==> src/rtl/aq_ifu_bht_ctrl_pkg.sv <==
// Shared widths, FSM encoding and update-entry layout for the IFU BHT access controller.
package aq_ifu_bht_ctrl_pkg;

  localparam int unsigned BHT_IDX_W  = 10;
  localparam int unsigned BHT_DATA_W = 16;
  localparam int unsigned BHT_SEL_W  = 3;
  localparam int unsigned BHT_CNT_W  = 2;
  localparam int unsigned BHT_SLOTS  = BHT_DATA_W / BHT_CNT_W;
  localparam logic [BHT_DATA_W-1:0] BHT_INIT_VAL = 16'h5555;

  typedef enum logic [1:0] {
    ST_IDLE = 2'd0,
    ST_INV  = 2'd1,
    ST_DONE = 2'd2
  } bht_state_e;

  typedef struct packed {
    logic [BHT_IDX_W-1:0] idx;
    logic [BHT_SEL_W-1:0] sel;
    logic [BHT_CNT_W-1:0] cnt;
  } bht_upd_t;

  // Per-bit write mask covering the selected 2-bit counter slot.
  function automatic logic [BHT_DATA_W-1:0] upd_wen(input logic [BHT_SEL_W-1:0] sel);
    return BHT_DATA_W'(2'b11) << {sel, 1'b0};
  endfunction

  // New counter value replicated into every slot; the mask picks the live one.
  function automatic logic [BHT_DATA_W-1:0] upd_din(input logic [BHT_CNT_W-1:0] cnt);
    return {BHT_SLOTS{cnt}};
  endfunction

endpackage

==> src/rtl/aq_ifu_bht_upd_fifo.sv <==
// Two-entry buffer for BJU counter updates waiting for a free array slot.
module aq_ifu_bht_upd_fifo
  import aq_ifu_bht_ctrl_pkg::*;
(
  input  logic     forever_cpuclk,
  input  logic     cpurst_b,
  input  logic     flush,
  input  logic     push,
  input  bht_upd_t push_data,
  input  logic     pop,
  output logic     full,
  output logic     empty,
  output bht_upd_t head
);

  localparam int unsigned CNT_W = 2;

  bht_upd_t          mem [2];
  logic [CNT_W-1:0]  count;
  logic              wr_ptr;
  logic              rd_ptr;
  logic              push_ok;
  logic              pop_ok;

  assign full    = (count == CNT_W'(2));
  assign empty   = (count == CNT_W'(0));
  assign pop_ok  = pop && !empty;
  assign push_ok = push && (!full || pop_ok);
  assign head    = mem[rd_ptr];

  always_ff @(posedge forever_cpuclk or negedge cpurst_b) begin
    if (!cpurst_b) begin
      count  <= '0;
      wr_ptr <= 1'b0;
      rd_ptr <= 1'b0;
    end else if (flush) begin
      count  <= '0;
      wr_ptr <= 1'b0;
      rd_ptr <= 1'b0;
    end else begin
      count <= count + CNT_W'(push_ok) - CNT_W'(pop_ok);
      if (push_ok) wr_ptr <= ~wr_ptr;
      if (pop_ok)  rd_ptr <= ~rd_ptr;
    end
  end

  // Payload storage carries no reset; count alone decides validity.
  always_ff @(posedge forever_cpuclk) begin
    if (push_ok) mem[wr_ptr] <= push_data;
  end

endmodule

==> src/rtl/aq_ifu_bht_ctrl.sv <==
// Single-port BHT array arbiter: invalidate sweep, buffered counter updates and prediction reads.
module aq_ifu_bht_ctrl
  import aq_ifu_bht_ctrl_pkg::*;
#(
  parameter int unsigned           IDX_W    = BHT_IDX_W,
  parameter logic [BHT_DATA_W-1:0] INIT_VAL = BHT_INIT_VAL
) (
  input  logic                  forever_cpuclk,
  input  logic                  cpurst_b,
  input  logic                  cp0_ifu_bht_en,
  input  logic                  cp0_ifu_bht_inv,
  input  logic                  ifu_bht_rd_req,
  input  logic [IDX_W-1:0]      ifu_bht_rd_idx,
  output logic                  bht_ifu_rd_gnt,
  output logic                  bht_ifu_rd_vld,
  output logic [BHT_DATA_W-1:0] bht_ifu_rd_data,
  input  logic                  bju_bht_upd_vld,
  input  logic [IDX_W-1:0]      bju_bht_upd_idx,
  input  logic [BHT_SEL_W-1:0]  bju_bht_upd_sel,
  input  logic [BHT_CNT_W-1:0]  bju_bht_upd_cnt,
  output logic                  bht_inv_busy,
  output logic                  bht_inv_done,
  output logic                  bht_cen,
  output logic                  bht_cen_gate,
  output logic [IDX_W-1:0]      bht_idx,
  output logic [BHT_DATA_W-1:0] bht_din,
  output logic [BHT_DATA_W-1:0] bht_wen,
  input  logic [BHT_DATA_W-1:0] bht_dout
);

  bht_state_e       state;
  bht_state_e       state_nxt;
  logic [IDX_W-1:0] sweep_cnt;
  logic             sweep_last;
  logic             inv_start;
  logic             inv_act;

  logic             fifo_push;
  logic             fifo_pop;
  logic             fifo_full;
  logic             fifo_empty;
  bht_upd_t         fifo_head;
  bht_upd_t         upd_entry;

  assign sweep_last = &sweep_cnt;

  // FSM state register.
  always_ff @(posedge forever_cpuclk or negedge cpurst_b) begin
    if (!cpurst_b) state <= ST_IDLE;
    else           state <= state_nxt;
  end

  // FSM next state.
  always_comb begin
    state_nxt = state;
    case (state)
      ST_IDLE: if (cp0_ifu_bht_inv) state_nxt = ST_INV;
      ST_INV:  if (sweep_last)      state_nxt = ST_DONE;
      ST_DONE:                      state_nxt = ST_IDLE;
      default:                      state_nxt = ST_IDLE;
    endcase
  end

  // FSM outputs.
  always_comb begin
    inv_start    = 1'b0;
    inv_act      = 1'b0;
    bht_inv_busy = 1'b0;
    bht_inv_done = 1'b0;
    case (state)
      ST_IDLE: inv_start = cp0_ifu_bht_inv;
      ST_INV: begin
        inv_act      = 1'b1;
        bht_inv_busy = 1'b1;
      end
      ST_DONE: begin
        bht_inv_busy = 1'b1;
        bht_inv_done = 1'b1;
      end
      default: ;
    endcase
  end

  always_ff @(posedge forever_cpuclk or negedge cpurst_b) begin
    if (!cpurst_b)      sweep_cnt <= '0;
    else if (inv_start) sweep_cnt <= '0;
    else if (inv_act)   sweep_cnt <= sweep_cnt + IDX_W'(1);
  end

  assign upd_entry.idx = BHT_IDX_W'(bju_bht_upd_idx);
  assign upd_entry.sel = bju_bht_upd_sel;
  assign upd_entry.cnt = bju_bht_upd_cnt;

  assign fifo_push = bju_bht_upd_vld && cp0_ifu_bht_en && (state == ST_IDLE)
                     && (!fifo_full || fifo_pop);

  aq_ifu_bht_upd_fifo u_upd_fifo (
    .forever_cpuclk (forever_cpuclk),
    .cpurst_b       (cpurst_b),
    .flush          (inv_start),
    .push           (fifo_push),
    .push_data      (upd_entry),
    .pop            (fifo_pop),
    .full           (fifo_full),
    .empty          (fifo_empty),
    .head           (fifo_head)
  );

  // Port arbitration: sweep > full drain > read > opportunistic drain.
  always_comb begin
    fifo_pop       = 1'b0;
    bht_ifu_rd_gnt = 1'b0;
    bht_cen        = 1'b0;
    bht_idx        = '0;
    bht_din        = '0;
    bht_wen        = '0;
    if (inv_act) begin
      bht_cen = 1'b1;
      bht_idx = sweep_cnt;
      bht_din = INIT_VAL;
      bht_wen = '1;
    end else if (fifo_full || (!fifo_empty && !(ifu_bht_rd_req && cp0_ifu_bht_en))) begin
      fifo_pop = 1'b1;
      bht_cen  = 1'b1;
      bht_idx  = IDX_W'(fifo_head.idx);
      bht_din  = upd_din(fifo_head.cnt);
      bht_wen  = upd_wen(fifo_head.sel);
    end else if (ifu_bht_rd_req && cp0_ifu_bht_en) begin
      bht_ifu_rd_gnt = 1'b1;
      bht_cen        = 1'b1;
      bht_idx        = ifu_bht_rd_idx;
    end
  end

  assign bht_cen_gate    = bht_cen;
  assign bht_ifu_rd_data = bht_dout;

  always_ff @(posedge forever_cpuclk or negedge cpurst_b) begin
    if (!cpurst_b) bht_ifu_rd_vld <= 1'b0;
    else           bht_ifu_rd_vld <= bht_ifu_rd_gnt;
  end

endmodule

==> config.mk <==
export PLATFORM = sky130hd
export DESIGN_NAME = aq_ifu_bht_ctrl
export DESIGN_NICKNAME = d
export VERILOG_FILES = /design/src/rtl/aq_ifu_bht_ctrl_pkg.sv /design/src/rtl/aq_ifu_bht_upd_fifo.sv /design/src/rtl/aq_ifu_bht_ctrl.sv
export SDC_FILE = /design/constraint.sdc
export NUM_CORES = 1
export LEC_CHECK = 0
export BUFFER_PORTS_ARGS = -buffer_cell sky130_fd_sc_hd__buf_2
export CELL_PAD_IN_SITES_DETAIL_PLACEMENT = 1
export CELL_PAD_IN_SITES_GLOBAL_PLACEMENT = 1
export CORE_UTILIZATION = 30
export CTS_CLUSTER_SIZE = 10
export DETAILED_ROUTE_END_ITERATION = 8
export PLACE_DENSITY = 0.71
export RECOVER_POWER = 25
export REMOVE_ABC_BUFFERS = 1
export SLEW_MARGIN = 20
export SYNTH_ARGS = -nofsm -noshare
export SYNTH_HDL_FRONTEND = slang
export SYNTH_HIERARCHICAL = 1
export SYNTH_SLANG_ARGS = --single-unit
==> constraint.sdc <==
create_clock -name forever_cpuclk -period 2.7 [get_ports forever_cpuclk]
set_input_delay 0.27 -clock forever_cpuclk [delete_from_list [all_inputs] [get_ports forever_cpuclk]]
set_output_delay 0.27 -clock forever_cpuclk [all_outputs]
set_load 0.02 [all_outputs]
---- Word level (Yosys, flattened, before mapping) ----
Memories as Yosys holds them, arrays and structs flattened.
Cells that the tools add are included.
storage, ports and cells
  register bits ........................... 17
  bits in writable memories ............... 30
  input bits .............................. 47
  output and inout port bits .............. 64
  word-level logic and storage cells ...... 69
  memories kept ........................... 1
operators by class
  $add $sub $neg .......................... 3
  eq/ne operators ......................... 5
  shift-type cells ........................ 1
  mux-type cells .......................... 30
  bitwise gates (word level) .............. 2
  reductions and logical operators ........ 21
memory list
  memory          words  bits a word  read ports  clocked after Yosys merged registers in  wr ports  RTL line                   text
  u_upd_fifo.mem  2      15           1           0                                        1         aq_ifu_bht_upd_fifo.sv:18  bht_upd_t mem [2];
operators by type and width
  cell                                                  number
  two-way mux 16 bit                                    4
  two-way mux 10 bit                                    5
  two-way mux 1 bit                                     17
  left shift 2 x 4 -> 16 bit (first input constant)     1
  adder 10 x 1 -> 10 bit (second input constant)        1
  AND reduction 10 bit                                  1
  logical AND 1 bit                                     7
  two-way mux 2 bit                                     3
  nonzero test 2 bit                                    3
  equality test 2 bit (second input constant)           2
  logical NOT 2 bit                                     2
  != test 2 bit (second input constant)                 2
  one-hot mux 2 bit (2 select lines)                    1
  logical NOT 1 bit                                     3
  logical OR 1 bit                                      3
  adder 2 x 1 -> 2 bit                                  1
  equality test 2 x 1 -> 1 bit (second input constant)  1
  NOT 1 bit                                             2
  AND reduction 2 bit                                   1
  OR reduction 2 bit                                    1
  subtractor 2 x 1 -> 2 bit                             1

---- Longest topological paths before layout ----
Gate-level depths: netlist of run 1.
  depth in word-level cells ............... 12
  mapped depth ............................ 11
  gate-level depth less buffers ........... 10

---- Hierarchy ----
The synthesis of run 1 kept the hierarchy.
by module, submodules not included
  module               times used  cells each  area an instance (µm²)  sequential area each (µm²)
  aq_ifu_bht_upd_fifo  1           75          1326.3                  1001.0
  aq_ifu_bht_ctrl      1           154         1291.2                  325.3

---- Least setup slack after synthesis of run 1 ----
No wires, ideal clock.
  kind .................................... register to register
  start ................................... register state[1]
  end ..................................... memory u_upd_fifo/mem[1][0] (netlist bit), enable pin
  library setup time ...................... 0.386 ns
  arrival time ............................ 1.995 ns
  data required time ...................... 2.314 ns
  setup slack ............................. 0.319 ns
  cell stages (with the launch flop) ...... 8
  path buffers ............................ 2
  period minus slack after synthesis ...... 2.381 ns
  path through ............................ dfrtp_1 -> inv_1 -> ha_1 -> buf_6 -> buf_2 -> a21oi_1 -> o21ai_1 -> nor2_1
on the way
  word-level cells in the longest chain between the ends .. 8
  elaborated cells between the ends (all ways) .. 12
  classes of those cells .................. 1 x eq/ne; 4 x mux; 7 x reduce/logical
ends and longest elaborated chain
  element                                      RTL line                   text
  start, declared                              aq_ifu_bht_ctrl.sv:31      bht_state_e state;
  start signal, assigned                       aq_ifu_bht_ctrl.sv:50      else state <= state_nxt;
  equality test 2 x 1 -> 1 bit                 aq_ifu_bht_ctrl.sv:70      case (state)
  two-way mux 1 bit                            aq_ifu_bht_ctrl.sv:70
  two-way mux 1 bit                            aq_ifu_bht_ctrl.sv:117     if (inv_act) begin
  logical OR 1 bit                             aq_ifu_bht_ctrl.sv:95      && (!fifo_full || fifo_pop);
  logical AND 1 bit (*)                        aq_ifu_bht_ctrl.sv:95
  via fifo_push                                aq_ifu_bht_ctrl.sv:38      logic fifo_push;
  logical AND 1 bit (*)                        aq_ifu_bht_upd_fifo.sv:28  assign push_ok = push && (!full || pop_ok);
  two-way mux 1 bit (*)                        aq_ifu_bht_upd_fifo.sv:49  if (push_ok) mem[wr_ptr] <= push_data;
  two-way mux 1 bit (implied by the code) (*)  aq_ifu_bht_upd_fifo.sv:49
  end, declared                                aq_ifu_bht_upd_fifo.sv:18
The timed path passes the listed nets; every way through them passes the cells marked *.

---- Final worst setup path of run 1 ----
  start ................................... register u_upd_fifo.count[0]
  end ..................................... output bht_din[15]
on the way
  elaborated cells between the ends (all ways) .. 7
  classes of those cells .................. 1 x eq/ne; 2 x mux; 4 x reduce/logical
RTL lines
  element                 RTL line                   text
  start, declared         aq_ifu_bht_upd_fifo.sv:19  logic [CNT_W-1:0] count;
  start signal, assigned  aq_ifu_bht_upd_fifo.sv:41  count <= count + CNT_W'(push_ok) - CNT_W'(pop_ok);
  equality test 2 bit     aq_ifu_bht_upd_fifo.sv:25  assign full = (count == CNT_W'(2));
  via fifo_full           aq_ifu_bht_ctrl.sv:40      logic fifo_full;
  logical OR 1 bit        aq_ifu_bht_ctrl.sv:122     end else if (fifo_full || (!fifo_empty && !(ifu_bht_rd_req && cp0_ifu_bht_en))) begin
  two-way mux 16 bit      aq_ifu_bht_ctrl.sv:122
  two-way mux 16 bit      aq_ifu_bht_ctrl.sv:117
  end, declared           aq_ifu_bht_ctrl.sv:26      output logic [BHT_DATA_W-1:0] bht_din,
The timed path passes the listed nets, and every way through them passes these cells.

==> results of run 1 <==
[routing by layer]
layer	GRT usage (%)	routed length, um
met3	4.70	416
met2	26.8	3270
met4	3.73	61
met1	16.6	2520
met5	0	0
[cells in the final DEF (no fill, tap or decap), types with 5 or more instances in the layout]
cell type,instances
buf_2,68
edfxtp_1,30
nor2_1,22
dfrtp_1,17
o21ai_0,13
mux2_2,13
clkbuf_1,10
a22o_1,9
a21o_1,9
nand2_1,7
inv_1,6
xnor2_1,6
ha_1,6
buf_4,6
nand3_1,5
clkbuf_8,5
[per-stage QoR]
| stage | instance area [um2] | hold slack, ps | util, % | worst slack (ps) |
|---|---|---|---|---|
| 6_report | 2950 | 154 | 35.4 | 321 |
| 5_1_grt | 2950 | 146 | 35.4 | 141 |
| 4_1_cts | 2970 | 146 | 35.6 | 293 |
| 3_5_place_dp | 2850 | 234 | 34.2 | 448 |
| 3_3_place_gp | 2850 | 238 | 34.2 | 620 |
| 2_1_floorplan | 2280 | -25.6 | - | -196 |
[where the power goes]
part	switching (mW)	internal [mW]
sequential	0.0830	0.881
clock	0.241	0.271
combinational	1.15	0.618
[final timing paths]
path                                                  end  slack (ps)                     startpoint  cells after the start
min reg2reg                          state[1]$_DFFE_PN0P_         560           state[1]$_DFFE_PN0P_                      2
min                        u_upd_fifo/mem[0][8]$_DFFE_PP_         150             bju_bht_upd_idx[3]                      1
max in group asynchronous        sweep_cnt[0]$_DFFE_PN0P_        1960                       cpurst_b                      2
max reg2reg                u_upd_fifo/mem[1][6]$_DFFE_PP_         440           state[0]$_DFFE_PN0P_                      7
min in group asynchronous   u_upd_fifo/rd_ptr$_DFFE_PN0P_         440                       cpurst_b                      2
max                                           bht_din[15]         320  u_upd_fifo/count[0]$_DFF_PN0_                      7
[worst reg2reg max path, stage by stage (launching register included)]
cell,delay (ps)
dfrtp_1,390
inv_1,120
ha_1,200
nand3_1,90
a21oi_1,280
o21ai_1,190
nor2_1,390
buf_4,300
[final cells by class]
cell class	instances	share of cell area, %
multi-input cells	130	31.6
inverters	6	0.762
repair buffers	85	14.7
clock buffers	5	2.33
well taps	105	4.45
flip-flops and latches	47	44.9
clock inverters	3	1.31
[registers in the layout (all words and copies together), names as in the netlist]
| signal | flops |
|---|---|
| u_upd_fifo/wr_ptr | 1 |
| u_upd_fifo/mem | 30 |
| bht_ifu_rd_vld | 1 |
| sweep_cnt | 10 |
| u_upd_fifo/rd_ptr | 1 |
| state | 2 |
| u_upd_fifo/count | 2 |
[Yosys cell counts]
library cell / count / area, um2
o31ai_1: 3 / 22.5
nand3_1: 5 / 25.0
xor2_1: 3 / 26.3
nor4_2: 1 / 12.5
nand3_4: 1 / 17.5
buf_4: 40 / 300
o21ai_0: 13 / 65.1
a22o_1: 9 / 78.8
dfrtp_1: 17 / 425
mux2i_1: 1 / 10.0
mux2_1: 4 / 45.0
nor2b_1: 4 / 25.0
o21ai_1: 1 / 5.00
nor4bb_1: 1 / 10.0
nor2_1: 22 / 82.6
nand2_1: 7 / 26.3
a221o_1: 1 / 10.0
nand4_1: 2 / 12.5
and2_1: 3 / 18.8
clkbuf_1: 1 / 3.75
buf_6: 1 / 11.3
or2_2: 1 / 6.26
nor3_1: 4 / 20.0
nor4_4: 1 / 21.3
mux2_2: 13 / 146
inv_1: 6 / 22.5
a21o_1: 9 / 67.6
buf_2: 4 / 20.0
ha_1: 6 / 75.1
nand2b_1: 4 / 25.0
xnor2_1: 6 / 52.6
a21oi_1: 4 / 20.0
edfxtp_1: 30 / 901
or3_1: 1 / 6.26
[cell families after synthesis]
logic type | synth area share, %
AO/OA/AOI/OAI | 10.3
XOR/XNOR | 3.01
adder cells (fa/ha/maj) | 2.87
buffers and inverters | 13.7
flip-flops | 50.7
multiplexers | 7.70
AND/OR/NAND/NOR | 11.8
==> results_dict.tcl, run 1 <==
set metrics [dict create \
    status "finished, final reports clean" \
    crit_chain "nand2b_1 > inv_1 > nor2_1 > nor2_1 > buf_4 > and2_1 > buf_2" \
    start_util_pct 31.4 \
    slowest_stage "dfrtp_1" \
    crit_required_ps 2430 \
    cp_max_fo 13 \
    cp.buffers_inverters 3 \
    layout.nets 328 \
    worst_path_most_repeated_cell "nor2_1" \
    worst_pin_slew_ps 661 \
    syn-mean-instance-area_um2 11.4 \
    antenna_cells 0 \
    synthDistinctLibCells 34 \
    die_y_um 95.4 \
    drive_gt1_share_pct 35.5 \
    power.density_mw_per_mm2 1100 \
    grtUsageTotal_pct 14.8 \
    rsz0062_at_grt "no" \
    hpwl_mm 4.70 \
    slowest_delay_ps 440 \
    criticalPathCategory "reg -> out" \
    h-tree-depth 2 \
    cts_setup_buffers 0 \
    final.setup.tns_ps 0 \
    cts_tree "yes" \
    gp_congestion 0.711 \
    routedWlPerCell_um 16.4 \
    drt_iter0_markers 94 \
    grt_pass1_vias 1951 \
    path_delay_family "simple AND/OR/NAND/NOR gates" \
    pin_count 111 \
    die_w_um 95.4 \
    dieArea_mm2 0.00910 \
    clock-root-buffer "clkbuf_8" \
    multi_input_area_um2 933 \
    setup_viol 0 \
    clock.fmax_mhz 420 \
    grt_max_degree 18 \
    start_kind "flip-flop" \
    routed_wl_mm 6.26 \
    post_cts_resized 0 \
    syn-cell-area_mm2 0.00262 \
    finalPower_mw 3.24 \
    p_leak_nw 1.32 \
    critPathCaptureType "output pin" \
    slew_viol_final 0 \
    numPortBuffers 78 \
    cts_made_buffers 5 \
    syn_inst 229 \
    clkLatencyLatePin_ps 300 \
    viasPerCell 4.75 \
    clk_pin_slew_worst_paths_ps 90 \
    seq_area_mm2 0.00133 \
    finalCritPeriodShare_pct 88.1 \
    grt_overflow 0 \
    cts_hold_buf 1 \
    antenna_found_initial 0 \
    yosysSeqAreaShare_pct 50.7 \
    rows 33 \
    slew_headroom_pct 55.9 \
    dp_cells 372 \
    area_delta_synth_final_pct 12.9 \
    min_path_type "in -> reg" \
    drt_first_pass_iters 2 \
    yosys_warnings 6 \
    grt_pass1_wl_mm 9.88 \
    fin_cells 381 \
    drc 0 \
    hold_viol_final 0 \
    arrival_ps 2110 \
    fin_crit_ps 2380 \
    drv_cap 0 \
    synth-seq-cells 47 \
    num_vias 1811 \
    fin_skew_ps 5.21 \
    fill_cells 961 \
    core_mm2 0.00834 \
    clockBufferDepth 2 \
    cts_sinks 47 \
    peakVddDrop_mv 0.437 \
    ant_nets 0 \
]
Note: power is estimated with default switching activity, not from simulation.
==> run 2: changes to the inputs <==
--- a/config.mk
+++ b/config.mk
@@ -11,6 +11,7 @@
 export CORE_UTILIZATION = 30
 export CTS_CLUSTER_SIZE = 10
 export DETAILED_ROUTE_END_ITERATION = 8
+export MAX_ROUTING_LAYER = met4
 export PLACE_DENSITY = 0.71
 export RECOVER_POWER = 25
 export REMOVE_ABC_BUFFERS = 1
==> run 2 against run 1 <==
  * Clock skew up 2.6 ps
  * Final cell count unchanged
  * Worst setup slack worse by 1.6 ps
  * Critical path depth unchanged
==> results_dict.tcl, run 2 (same netlist as run 1, synthesis figures left out) <==
set metrics [dict create \
    final.setup.tns_ps 0 \
    placement.cell_area_mm2 0.00285 \
    routed_wl_mm 6.24 \
    grtUsageTotal_pct 15.2 \
    grt_max_degree 18 \
    cts_made_buffers 5 \
    finalCritPeriodShare_pct 88.2 \
    clock.fmax_mhz 420 \
    status "finished, final reports clean" \
    slew_viol_final 0 \
    dieArea_mm2 0.00910 \
    core_mm2 0.00834 \
    die_w_um 95.4 \
    worst_path_most_repeated_cell "nor2_1" \
    die_y_um 95.4 \
    r2r-start "state[0]$_DFFE_PN0P_" \
    routedWlPerCell_um 16.4 \
    clk_pin_slew_worst_paths_ps 90 \
    drt_first_pass_iters 4 \
    top_register "u_upd_fifo/mem" \
    critPathCaptureType "output pin" \
    drv_cap 0 \
    cp.buffers_inverters 3 \
    min_path_type "in -> reg" \
    design_area_mm2 0.00295 \
    arrival_ps 2110 \
    gp_congestion 0.719 \
    wl_met1_mm 2.52 \
    reg_top3 "u_upd_fifo/mem: 30 flops, sweep_cnt: 10 flops" \
    drc 0 \
    slowest_stage "dfrtp_1" \
    antenna_cells 0 \
    clockBufferDepth 2 \
    layout_common_cells "buf_2, edfxtp_1, nor2_1" \
    top_layer "met4" \
    pin_count 111 \
    fin_skew_ps 7.77 \
    crit_required_ps 2430 \
    cp_max_fo 13 \
    rows 33 \
    criticalPathCategory "reg -> out" \
    final_common_cell "buf_2" \
    antenna_found_initial 0 \
    grt_overflow 0 \
    start_util_pct 31.4 \
    h-tree-depth 2 \
    worst_pin_slew_ps 664 \
    power.density_mw_per_mm2 1100 \
    setup_viol 0 \
    hpwl_mm 4.70 \
    cp-startpoint "u_upd_fifo/count[0]$_DFF_PN0_" \
    largest_reg_flops 30 \
    drive_gt1_share_pct 35.5 \
    cts_tree "yes" \
    start_kind "flip-flop" \
    fin_crit_ps 2380 \
    path_delay_family "simple AND/OR/NAND/NOR gates" \
    layout.nets 328 \
    hold_viol_final 0 \
    viasPerCell 4.78 \
    drt_iter0_markers 89 \
    finalPower_mw 3.24 \
    p_leak_nw 1.32 \
    grt_pass1_wl_mm 9.85 \
    met2WireLength_mm 3.27 \
    crit_chain "nand2b_1 > inv_1 > nor2_1 > nor2_1 > buf_4 > and2_1 > buf_2" \
    met3_length_um 398 \
    num_vias 1820 \
    clock-root-buffer "clkbuf_8" \
    slew_headroom_pct 55.7 \
    grt_pass1_vias 1950 \
    cts_sinks 47 \
    holdCritStartpoint "bju_bht_upd_idx[5]" \
    clkLatencyLatePin_ps 300 \
    peakVddDrop_mv 0.438 \
    slowest_delay_ps 440 \
    rsz0062_at_grt "no" \
    area_delta_synth_final_pct 12.9 \
    numPortBuffers 78 \
    ant_nets 0 \
]
[run 2: timing repair]
item                                   CTS  global route
buffers inserted                         0             0
hold buffers                             1             0
endpoints found under the hold margin   17             0
gates resized for setup                  0             0
[run 2: final timing paths]
| kind | endpoint | slack (ps) | cells after the start |
|---|---|---|---|
| min in group asynchronous | bht_ifu_rd_vld$_DFF_PN0_ | 440 | 2 |
| max in group asynchronous | sweep_cnt[0]$_DFFE_PN0P_ | 1960 | 2 |
| hold reg to reg | state[1]$_DFFE_PN0P_ | 560 | 2 |
| setup reg to reg | u_upd_fifo/mem[0][11]$_DFFE_PP_ | 440 | 7 |
| hold / removal | u_upd_fifo/mem[0][10]$_DFFE_PP_ | 160 | 1 |
| setup / recovery | bht_din[15] | 320 | 7 |
[run 2: through the flow]
step           hold WS (ps)  setup WS (ps)  std cells  util (%)
2_1_floorplan         -25.6           -196        183         -
3_3_place_gp            238            620        372      34.2
3_5_place_dp            234            448        372      34.2
4_1_cts                 146            293        381      35.6
5_1_grt                 146            141        381      35.4
6_report                156            319        381      35.4
[run 2: area by class of cell]
class / count / area, um2
clock buffers: 5 / 68.8
clock inverters: 3 / 38.8
fillers: 961 / 5390
inverters: 6 / 22.5
multi-input cells: 130 / 933
flip-flops and latches: 47 / 1330
well taps: 105 / 131
repair buffers: 85 / 433
[run 2: layer usage]
metal	vias up	GRT usage [%]
met4	0	3.73
met1	873	16.9
met2	75	26.6
li1	867	-
met5	-	-
met3	5	4.47
[run 2: report_power, final]
| part | leakage [nW] | switching, mW | internal, mW |
|---|---|---|---|
| Sequential | 0.503 | 0.0822 | 0.881 |
| Combinational | 0.766 | 1.15 | 0.618 |
| Clock | 0.0556 | 0.241 | 0.271 |
| Total | 1.32 | 1.47 | 1.77 |
